[src/rtl/uart_rx_fifo.sv]
// uart_rx_fifo: FWFT receive buffer with error flags, overflow and error statistics
module uart_rx_fifo #(
    parameter int DEPTH        = 16,
    parameter bit DROP_ERRORED = 1'b0
) (
    input  logic                     clk,
    input  logic                     reset,
    input  logic [7:0]               wr_data,
    input  logic                     wr_valid,
    input  logic                     wr_parity_err,
    input  logic                     wr_stop_err,
    output logic [7:0]               rd_data,
    output logic                     rd_parity_err,
    output logic                     rd_stop_err,
    output logic                     rd_valid,
    input  logic                     rd_ready,
    output logic [$clog2(DEPTH):0]   count,
    output logic                     full,
    output logic                     overflow,
    output logic [7:0]               err_count,
    input  logic                     clear_status
);
    localparam int AW = $clog2(DEPTH);
    localparam logic [AW:0] FULL_LVL = (AW + 1)'(DEPTH);

    logic [9:0]    mem [DEPTH];
    logic [AW-1:0] wr_ptr;
    logic [AW-1:0] rd_ptr;
    logic          has_err;
    logic          store;
    logic          pop;
    logic          push;
    logic          ovf_evt;
    logic          err_evt;

    assign has_err  = wr_parity_err | wr_stop_err;
    assign store    = wr_valid && !(DROP_ERRORED && has_err);
    assign rd_valid = count != '0;
    assign full     = count == FULL_LVL;
    assign pop      = rd_valid && rd_ready;
    assign push     = store && (!full || pop);
    assign ovf_evt  = store && full && !pop;
    assign err_evt  = wr_valid && has_err;
    assign {rd_stop_err, rd_parity_err, rd_data} = rd_valid ? mem[rd_ptr] : 10'd0;

    // Storage array is deliberately not reset; only pointers/count define validity
    always_ff @(posedge clk) begin
        if (push) mem[wr_ptr] <= {wr_stop_err, wr_parity_err, wr_data};
    end

    // Pointers and occupancy; a push and pop in the same cycle leave count unchanged
    always_ff @(posedge clk or negedge reset) begin
        if (!reset) begin
            wr_ptr <= '0;
            rd_ptr <= '0;
            count  <= '0;
        end else begin
            if (push) wr_ptr <= wr_ptr + 1'b1;
            if (pop) rd_ptr <= rd_ptr + 1'b1;
            count <= (push && !pop) ? count + 1'b1 : (pop && !push) ? count - 1'b1 : count;
        end
    end

    // Sticky overflow and saturating error counter; a same-cycle event beats clear_status
    always_ff @(posedge clk or negedge reset) begin
        if (!reset) begin
            overflow  <= 1'b0;
            err_count <= '0;
        end else begin
            overflow  <= clear_status ? ovf_evt : (overflow | ovf_evt);
            err_count <= clear_status ? {7'd0, err_evt} :
                         (err_evt && err_count != 8'hFF) ? err_count + 1'b1 : err_count;
        end
    end
endmodule
[config.mk]
export PLATFORM = sky130hd
export DESIGN_NAME = uart_rx_fifo
export DESIGN_NICKNAME = d
export VERILOG_FILES = /design/src/rtl/uart_rx_fifo.sv
export SDC_FILE = /design/constraint.sdc
export NUM_CORES = 1
export LEC_CHECK = 0
export BUFFER_PORTS_ARGS = -buffer_cell sky130_fd_sc_hd__buf_2
export CORE_MARGIN = 5
export CORE_UTILIZATION = 60
export DETAILED_ROUTE_END_ITERATION = 6
export GPL_TIMING_DRIVEN = 0
export HOLD_SLACK_MARGIN = 0.03
export PLACE_DENSITY = 0.76
export SLEW_MARGIN = 25
export SYNTH_ARGS = -nofsm -noshare
export SYNTH_HDL_FRONTEND = slang
export SYNTH_SLANG_ARGS = --single-unit
[constraint.sdc]
create_clock -name clk -period 5.35 [get_ports clk]
set_input_delay 0.2675 -clock clk [delete_from_list [all_inputs] [get_ports clk]]
set_output_delay 0.2675 -clock clk [all_outputs]
set_load 0.02 [all_outputs]
==> qor.csv, run 1 <==
metric,value,unit
layout_common_cells,"edfxtp_1, buf_2, mux4_2",
antennaDiodeCount,0,
drtIter0Drc,415,
setup_viol,0,
fin_tns_setup,0,ns
synth_ff_type,edfxtp_1,
cts_tree,yes,
num_io_pins,41,
clk_pin_slew,0.07,ns
gr-total-overflow,0,
grt_pass1_vias,4196,
finalNetCount,482,
clockBufferDepth,2,
synthToLayoutAreaGrowth,15.2,%
portBuffers,40,
cts_buffers,17,
worstMarginPinSlew,0.972,ns
finish.utilization,71.2,%
intPower,3.23,mW
gp_congestion,0.856,
fin_area,8630,sq um
grt_pass1_wl,23400,um
initial_core_util,61.8,%
avgViaCountPerCell,6.05,
rows,40,
syn-num-nets,418,
powerDensity,544,nW/um^2
synth_warnings,0,
synth_seq_cells,182,
grt_util_all_layers,21.9,%
end_kind,register,
p_seq_share,38.5,%
antenna_found_initial,0,
hold_path.class,input port to register,
grt_max_degree,23,
rsz0062_at_grt,no,
final_layout_size_suffix_gt1_share,31.8,%
dieArea,14800,sq um
vias,3852,
skew,0.00955,ns
start_kind,register,
coreArea,12100,sq um
arrival,3.51,ns
drv_slew,0,
clkSinkCount,182,
postCtsSetupBuffers,0,
maxCapViolCount,0,
clkPwrFrac,28.3,%
cts_root_buf,clkbuf_16,
ys_async_sr_fraction,12.1,%
max_freq,0.311,GHz
routed_wl,14500,um
final_common_cell,edfxtp_1,
synth_area_leaders,"edfxtp_1, mux4_2, dfrtp_1, mux4_1, mux2_2",
clock_latency,0.42,ns
p_sw,1.46,mW
worst_ir_drop_vdd,366,uV
p_total,4.70,mW
wl_per_cell,22.8,um
syn_avg_cell_area,19.1,sq um
post-route-drc-count,0,
die_h,122,um
timing.final.crit_share,60.0,%
yosysTopAreaCellShare,64.1,%
period_minus_slack,3.21,ns
cp_max_fo,6,
place_area,7960,sq um
p_comb_share,33.3,%
h-tree-depth,4,
synth_edf_count,160,
p_leak,3.03,nW
seq_area_frac_synth,71.5,%
outcome,"finished, final reports clean",
hold_violations,0,
firstDrtPassIters,5,
mappedNetlistArea,7490,sq um
die_w,122,um
required,5.65,ns
syn_inst,392,
postRouteAntennaNets,0,
dp_hpwl,9380,um
p_sw_share,31.1,%
worstSetupPathType,register to register,
ys_types,45,
relSlewSlack,34.9,%
yosys.area.top_type,edfxtp_1,
worst max-delay path: stages (launching register included):
cell and delay (ns):
dfrtp_1 0.45, nor4_1 0.53, or2b_1 0.35, nand2_1 0.16, ha_1 0.24, inv_1 0.15
fa_1 0.43, a21o_1 0.22, a2111oi_0 0.43, o31ai_1 0.14
timing repair:
action | 4_1_cts | 5_1_grt
gates resized for setup | 0 | 0
hold endpoints to repair | 22 | 0
setup endpoints to repair | 0 | 0
hold buffers | 1 | 0
synth_stat cells (all sizes together), types with 3 or more instances:
cell and instances:
edfxtp 160, mux4 40, dfrtp 22, nor2 17
o21ai 16, a21oi 13, nand2 13, buf 12
mux2 12, mux2i 12, ha 10, nor3 8
xnor2 8, clkbuf 6, inv 6, xor2 5
and3 3, nand3 3, o211ai 3, o21a 3
worst paths after layout:
path	startpoint	endpoint	slack, ns	cells after the start
hold reg to reg	overflow$_DFF_PN0_	overflow$_DFF_PN0_	0.50	1
hold / removal	clear_status	err_count[6]$_DFFE_PN0P_	0.09	2
min in group asynchronous	reset	count[4]$_DFFE_PN0P_	0.35	2
setup / recovery	count[0]$_DFFE_PN0P_	count[4]$_DFFE_PN0P_	2.14	9
max in group asynchronous	reset	err_count[2]$_DFFE_PN0P_	4.65	2
setup reg to reg	count[0]$_DFFE_PN0P_	count[4]$_DFFE_PN0P_	2.14	9
cell type report:
type | instances | area, sq um
plain buffers | 18 | 136
repair buffers | 45 | 244
fillers | 768 | 3480
well taps | 168 | 210
multi-input cells | 186 | 2020
inverters | 6 | 22.5
clock buffers | 17 | 425
clock inverters | 15 | 210
flip-flops and latches | 182 | 5360
power groups by stage:
stage	registers (mW)	logic (mW)	clock network, mW
after floorplan	1.84	1.10	0
after global placement	1.82	1.50	0
after detailed placement	1.84	1.56	0
after CTS	1.81	1.57	1.34
after global routing	1.82	1.69	1.42
final	1.81	1.56	1.33
cell families (layout without fill, tap and decap cells):
| logic type | after synthesis | count (layout) | synth area share [%] |
|---|---|---|---|
| AO/OA/AOI/OAI | 45 | 45 | 3.72 |
| XOR/XNOR | 13 | 13 | 1.52 |
| adder cells (fa/ha/maj) | 11 | 11 | 1.94 |
| buffers and inverters | 24 | 101 | 2.12 |
| flip-flops | 182 | 182 | 71.5 |
| multiplexers | 64 | 64 | 15.9 |
| AND/OR/NAND/NOR | 53 | 53 | 3.27 |
routing by layer:
metal / global-route usage, % / wire length [um] / up-vias
met5: 0 / 0 / -
met4: 8.40 / 316 / 0
met3: 5.20 / 805 / 26
met2: 34.9 / 7380 / 131
met1: 29.7 / 6020 / 1976
li1: - / - / 1719
registers in the layout, summed over array words and instances, names as in the netlist:
register	count
err_count	8
overflow	1
mem	160
wr_ptr	4
count	5
rd_ptr	4
stage by stage:
stage                     instances  setup slack, ns  hold slack, ns
after floorplan                 392             2.46         -0.0281
after global placement          600             2.19           0.266
after detailed placement        604             2.09           0.276
after CTS                       637             2.07          0.0748
after global routing            637             1.87           0.102
final                           637             2.14          0.0922
Note: power is estimated with default switching activity, not from simulation.
==> run 2, diff against run 1 <==
==> constraint.sdc (replaced) <==
create_clock -name clk -period 3.2 [get_ports clk]
set_input_delay 0.16 -clock clk [delete_from_list [all_inputs] [get_ports clk]]
set_output_delay 0.16 -clock clk [all_outputs]
set_load 0.02 [all_outputs]
==> run 2 against run 1 <==
  * Design area rose by 0.54%
  * Maximum frequency increased by 8.6%
  * Clock-buffer cell count is the same
  * Combinational power is 69% higher
  * Sequential power is 67% higher
  * Critical path type unchanged
  * Highest routed layer unchanged
==> qor.csv, run 2 (same netlist as run 1, synthesis figures left out) <==
metric,value,unit
outcome,"finished, final reports clean",
rsz0062_at_grt,no,
biggestRegsByFlops,"mem x160, err_count x8, count x5",
preCtsSetupSlack,-0.0647,ns
antenna_found_initial,0,
required,3.50,ns
dp.cells,604,
cp_max_fo,6,
fill_cells,758,
cts_tree,yes,
fin_area,8670,sq um
grt_pass1_vias,4200,
hold_violations,0,
hold_path.class,input port to register,
finish.utilization,71.6,%
min_from,rd_ready,
grt_pass1_wl,23500,um
rrSetupSlack,0.24,ns
worstMarginPinSlew,0.979,ns
postRouteAntennaNets,0,
fin_cells,640,
cts_root_buf,clkbuf_16,
rr_worst_depth,9,
powerDensity,910,nW/um^2
hold_end,rd_ptr[3]$_DFFE_PN0N_,
die_h,122,um
maxCapViolCount,0,
start_kind,register,
antennaDiodeCount,0,
dieArea,14800,sq um
worstSetupPathType,register to register,
regMostFlops,mem,
clockBufferDepth,2,
finalNetCount,485,
final_layout_size_suffix_gt1_share,32.2,%
slowest_delay,0.47,ns
arrival,3.26,ns
coreArea,12100,sq um
grt_util_all_layers,21.9,%
portBuffers,40,
layout_common_cells,"edfxtp_1, buf_2, mux4_2",
die_w,122,um
period_minus_slack,2.96,ns
avgViaCountPerCell,6.08,
holdWs,0.0520,ns
crit_slowest_cell,dfrtp_1,
drv_slew,0,
post-route-drc-count,0,
p_leak,3.04,nW
crit_chain,"nor4_4, or2b_1, nand2_1, ha_2, inv_1, fa_1, a21o_1, a2111oi_1, o31ai_1",
h-tree-depth,4,
dp_hpwl,9380,um
worst_ir_drop_vdd,615,uV
drtIter0Drc,375,
rows,40,
gr-total-overflow,0,
grt_max_degree,23,
relSlewSlack,34.5,%
fin_ws,0.244,ns
r2r-start,count[0]$_DFFE_PN0P_,
initial_core_util,61.8,%
r2r-end,count[4]$_DFFE_PN0P_,
max_freq,0.338,GHz
timing.final.crit_share,92.4,%
gp_congestion,0.856,
clkSinkCount,182,
vias,3893,
synthToLayoutAreaGrowth,15.8,%
setup_viol,0,
skew,0.0110,ns
wl_per_cell,22.9,um
final_common_cell,edfxtp_1,
clk_pin_slew,0.06,ns
hold_path_depth,3,
routed_wl,14600,um
place_area,7960,sq um
firstDrtPassIters,4,
cts_buffers,17,
clock_latency,0.42,ns
num_io_pins,41,
end_kind,register,
largest_reg_flops,160,
run 2: cell types whose count changed in the layout (fill, tap and decap cells not counted), sizes merged:
| cell | previous run | this run |
|---|---|---|
| dlygate4sd3 | 1 | 3 |
| buf | 56 | 57 |
run 2: worst max-delay path by stage:
stage	startpoint	endpoint	slack [ns]	cells after the start
after global placement	count[0]$_DFFE_PN0P_	count[4]$_DFFE_PN0P_	0.04	9
after detailed placement	count[0]$_DFFE_PN0P_	count[4]$_DFFE_PN0P_	-0.06	9
after floorplan	count[0]$_DFFE_PN0P_	count[4]$_DFFE_PN0P_	0.31	9
after global routing	count[0]$_DFFE_PN0P_	count[4]$_DFFE_PN0P_	0.03	9
after CTS	count[1]$_DFFE_PN0P_	count[4]$_DFFE_PN0P_	0.05	9
final	count[0]$_DFFE_PN0P_	count[4]$_DFFE_PN0P_	0.24	9
run 2: layer usage:
| layer | GRT usage, % | share of wire (%) | up-vias |
|---|---|---|---|
| met5 | 0 | 0 | - |
| met4 | 8.40 | 2.2 | 0 |
| met3 | 5.20 | 4.9 | 29 |
| met2 | 35.0 | 51 | 127 |
| met1 | 29.7 | 42 | 2012 |
| li1 | - | - | 1725 |
run 2: power by group:
group	switching, mW	internal [mW]
Clock	0.844	1.38
Combinational	1.48	1.16
Sequential	0.146	2.89
Total	2.47	5.42
run 2: layout make-up:
class,instances,area (sq um),area share (%)
Inverter,6,22.5,0.260
Sequential cell,182,5360,61.7
Timing Repair Buffer,48,272,3.13
Tap cell,168,210,2.42
Clock inverter,15,210,2.42
Clock buffer,17,425,4.90
Multi-Input combinational cell,186,2040,23.6
Buffer,18,136,1.57
run 2: through the flow:
stage	setup TNS, ns	total power [mW]
2_1_floorplan	0	4.91
3_3_place_gp	0	5.56
3_5_place_dp	-0.0647	5.68
4_1_cts	0	7.91
5_1_grt	0	8.28
6_report	0	7.89
run 2: repair_timing:
action | CTS | global route
hold buffers | 3 | 0
setup buffers | 0 | 1
setup endpoints to repair | 1 | 1
gates resized for setup | 1 | 3
pin swaps | 0 | 1
endpoints found under the hold margin | 29 | 0
run 2: worst max-delay path: cells and delay by family, from the launching register on:
family | cells | cell delay [ns]
compound gates | 3 | 0.76
buf+inv | 1 | 0.13
simple gates | 3 | 0.81
flops | 1 | 0.47
fa+ha+maj | 2 | 0.65
==> run 3, diff against run 2 <==
--- a/config.mk
+++ b/config.mk
@@ -7,11 +7,12 @@
 export LEC_CHECK = 0
 export BUFFER_PORTS_ARGS = -buffer_cell sky130_fd_sc_hd__buf_2
 export CORE_MARGIN = 5
-export CORE_UTILIZATION = 60
+export CORE_UTILIZATION = 40
 export DETAILED_ROUTE_END_ITERATION = 6
 export GPL_TIMING_DRIVEN = 0
 export HOLD_SLACK_MARGIN = 0.03
-export PLACE_DENSITY = 0.76
+export PLACE_DENSITY = 0.53
+export SETUP_SLACK_MARGIN = 0.4
 export SLEW_MARGIN = 25
 export SYNTH_ARGS = -nofsm -noshare
 export SYNTH_HDL_FRONTEND = slang
==> run 3 against run 2 <==
  * First-iteration DRC count is 37% lower
  * Utilization fell by 24 points
  * Combinational power increased by 2%
  * Clock skew decreased by 0.0035 ns
  * Via count fell by 4.2%
  * Routed wire length up 4.9%
  * Design area is 1.6% higher
  * Maximum frequency up 11%
  * Clock-buffer cell count is the same
  * Sequential power about the same
  * Cell count up 11%
  * Global-route usage fell by 7.0 points
  * Critical endpoint unchanged
  * Largest cell class unchanged
==> qor.csv, run 3 (same netlist as run 1, synthesis figures left out) <==
metric,value,unit
finish.utilization,47.4,%
outcome,"finished, final reports clean",
antennaDiodeCount,0,
fill_cells,1564,
maxCapViolCount,0,
clk_pin_slew,0.06,ns
fin_cells,708,
dp_hpwl,10200,um
coreArea,18600,sq um
die_w,147,um
cts_root_buf,clkbuf_16,
period_minus_slack,2.66,ns
arrival,2.96,ns
relSlewSlack,34.0,%
avgViaCountPerCell,5.27,
layout_common_cells,"edfxtp_1, buf_2, mux4_2",
grt_pass1_vias,3903,
dp.cells,670,
end_kind,register,
firstDrtPassIters,4,
rows,50,
wl_per_cell,21.7,um
rsz0062_at_grt,yes,
rrSetupSlack,0.54,ns
num_io_pins,41,
drtIter0Drc,235,
hold_path.class,input port to register,
hold_violations,0,
worstMarginPinSlew,0.986,ns
clockBufferDepth,2,
worstSetupPathType,register to register,
post-route-drc-count,0,
portBuffers,40,
initial_core_util,40.3,%
timing.final.crit_share,83.2,%
r2r-end,count[4]$_DFFE_PN0P_,
p_leak,3.07,nW
h-tree-depth,4,
powerDensity,908,nW/um^2
postRouteAntennaNets,0,
cts_tree,yes,
clkSinkCount,182,
vias,3731,
max_freq,0.375,GHz
start_kind,register,
hold_end,overflow$_DFF_PN0_,
final_layout_size_suffix_gt1_share,33.5,%
largest_reg_flops,160,
required,3.50,ns
clock_latency,0.42,ns
hold_path_depth,2,
r2r-start,count[1]$_DFFE_PN0P_,
cts_buffers,17,
worst_ir_drop_vdd,486,uV
regMostFlops,mem,
routed_wl,15300,um
cp_max_fo,6,
grt_pass1_wl,23700,um
dieArea,21600,sq um
antenna_found_initial,0,
min_from,wr_valid,
setup_viol,0,
drv_slew,0,
gp_congestion,0.771,
die_h,147,um
grt_max_degree,23,
grt_util_all_layers,14.9,%
final_common_cell,edfxtp_1,
biggestRegsByFlops,"mem x160, err_count x8, count x5",
rr_worst_depth,10,
synthToLayoutAreaGrowth,17.6,%
gr-total-overflow,0,
finalNetCount,487,
skew,0.00749,ns
[run 3: cell count changes in the layout (fill, tap and decap cells not counted), moves of 2 or more]
cell / delta
buf_4: +4
clkinv_2: -3
clkinvlp_4: -2
dfrtp_1: -2
dfrtp_2: +2
inv_6: +3
inv_8: +2
[run 3: metal layers]
layer / up-vias / wire length (um) / GRT usage, %
li1: 1726 / - / -
met1: 1923 / 6760 / 20.0
met2: 75 / 7790 / 24.5
met3: 7 / 665 / 3.92
met4: 0 / 119 / 3.67
met5: - / 0 / 0
[run 3: worst max-delay path, cell delays in order (launching register included)]
cell	delay, ns
dfrtp_2	0.44
nor4_4	0.27
or2b_4	0.30
nand2_2	0.12
ha_4	0.17
inv_2	0.07
fa_1	0.40
a21o_1	0.24
a21oi_1	0.21
mux2i_1	0.21
o31ai_1	0.09
[run 3: how the worst max path moves through the flow]
stage | from | end | slack [ns] | cells past startpoint
2_1_floorplan | count[2]$_DFFE_PN0P_ | count[4]$_DFFE_PN0P_ | 0.40 | 9
6_report | count[1]$_DFFE_PN0P_ | count[4]$_DFFE_PN0P_ | 0.54 | 10
3_5_place_dp | count[0]$_DFFE_PN0P_ | count[4]$_DFFE_PN0P_ | 0.07 | 9
3_3_place_gp | count[1]$_DFFE_PN0P_ | mem[3][3]$_DFFE_PP_ | -0.05 | 4
5_1_grt | count[2]$_DFFE_PN0P_ | count[4]$_DFFE_PN0P_ | 0.40 | 9
4_1_cts | rd_ptr[0]$_DFFE_PN0N_ | rd_data[1] | 0.40 | 7
[run 3: power by group]
group / internal [mW] / switching (mW) / leakage (nW)
combinational: 1.19 / 1.51 / 1.03
clock: 1.40 / 0.884 / 0.317
sequential: 2.89 / 0.136 / 1.72
[run 3: per-stage QoR]
step                      hold slack [ns]  setup slack, ns  cell area, sq um  TNS, ns  total power, mW
after floorplan                    -0.136            0.404              7500        0             4.91
after global placement              0.166          -0.0495              7990   -0.841             5.67
after detailed placement            0.177           0.0686              8060        0             5.75
after CTS                          0.0436            0.401              8770        0             8.08
after global routing               0.0394            0.398              8810        0             8.43
final                              0.0635            0.536              8810        0             8.00
[run 3: what timing repair did]
item,in CTS,in global routing
pin swaps,1,0
gates resized for setup,8,4
setup buffers,2,2
endpoints found under the hold margin,28,0
gates cloned,0,0
hold buffers,2,0
endpoints found under the setup margin,1,2
[run 3: area by class of cell]
type	count	area (sq um)	share of cell area, %
clock buffer	17	425	4.83
timing repair buffer	50	280	3.18
tap	234	293	3.32
clock inverter	15	224	2.54
sequential	182	5360	60.8
inverter	6	22.5	0.256
multi-input combinational	186	2070	23.5
buffer	18	139	1.58
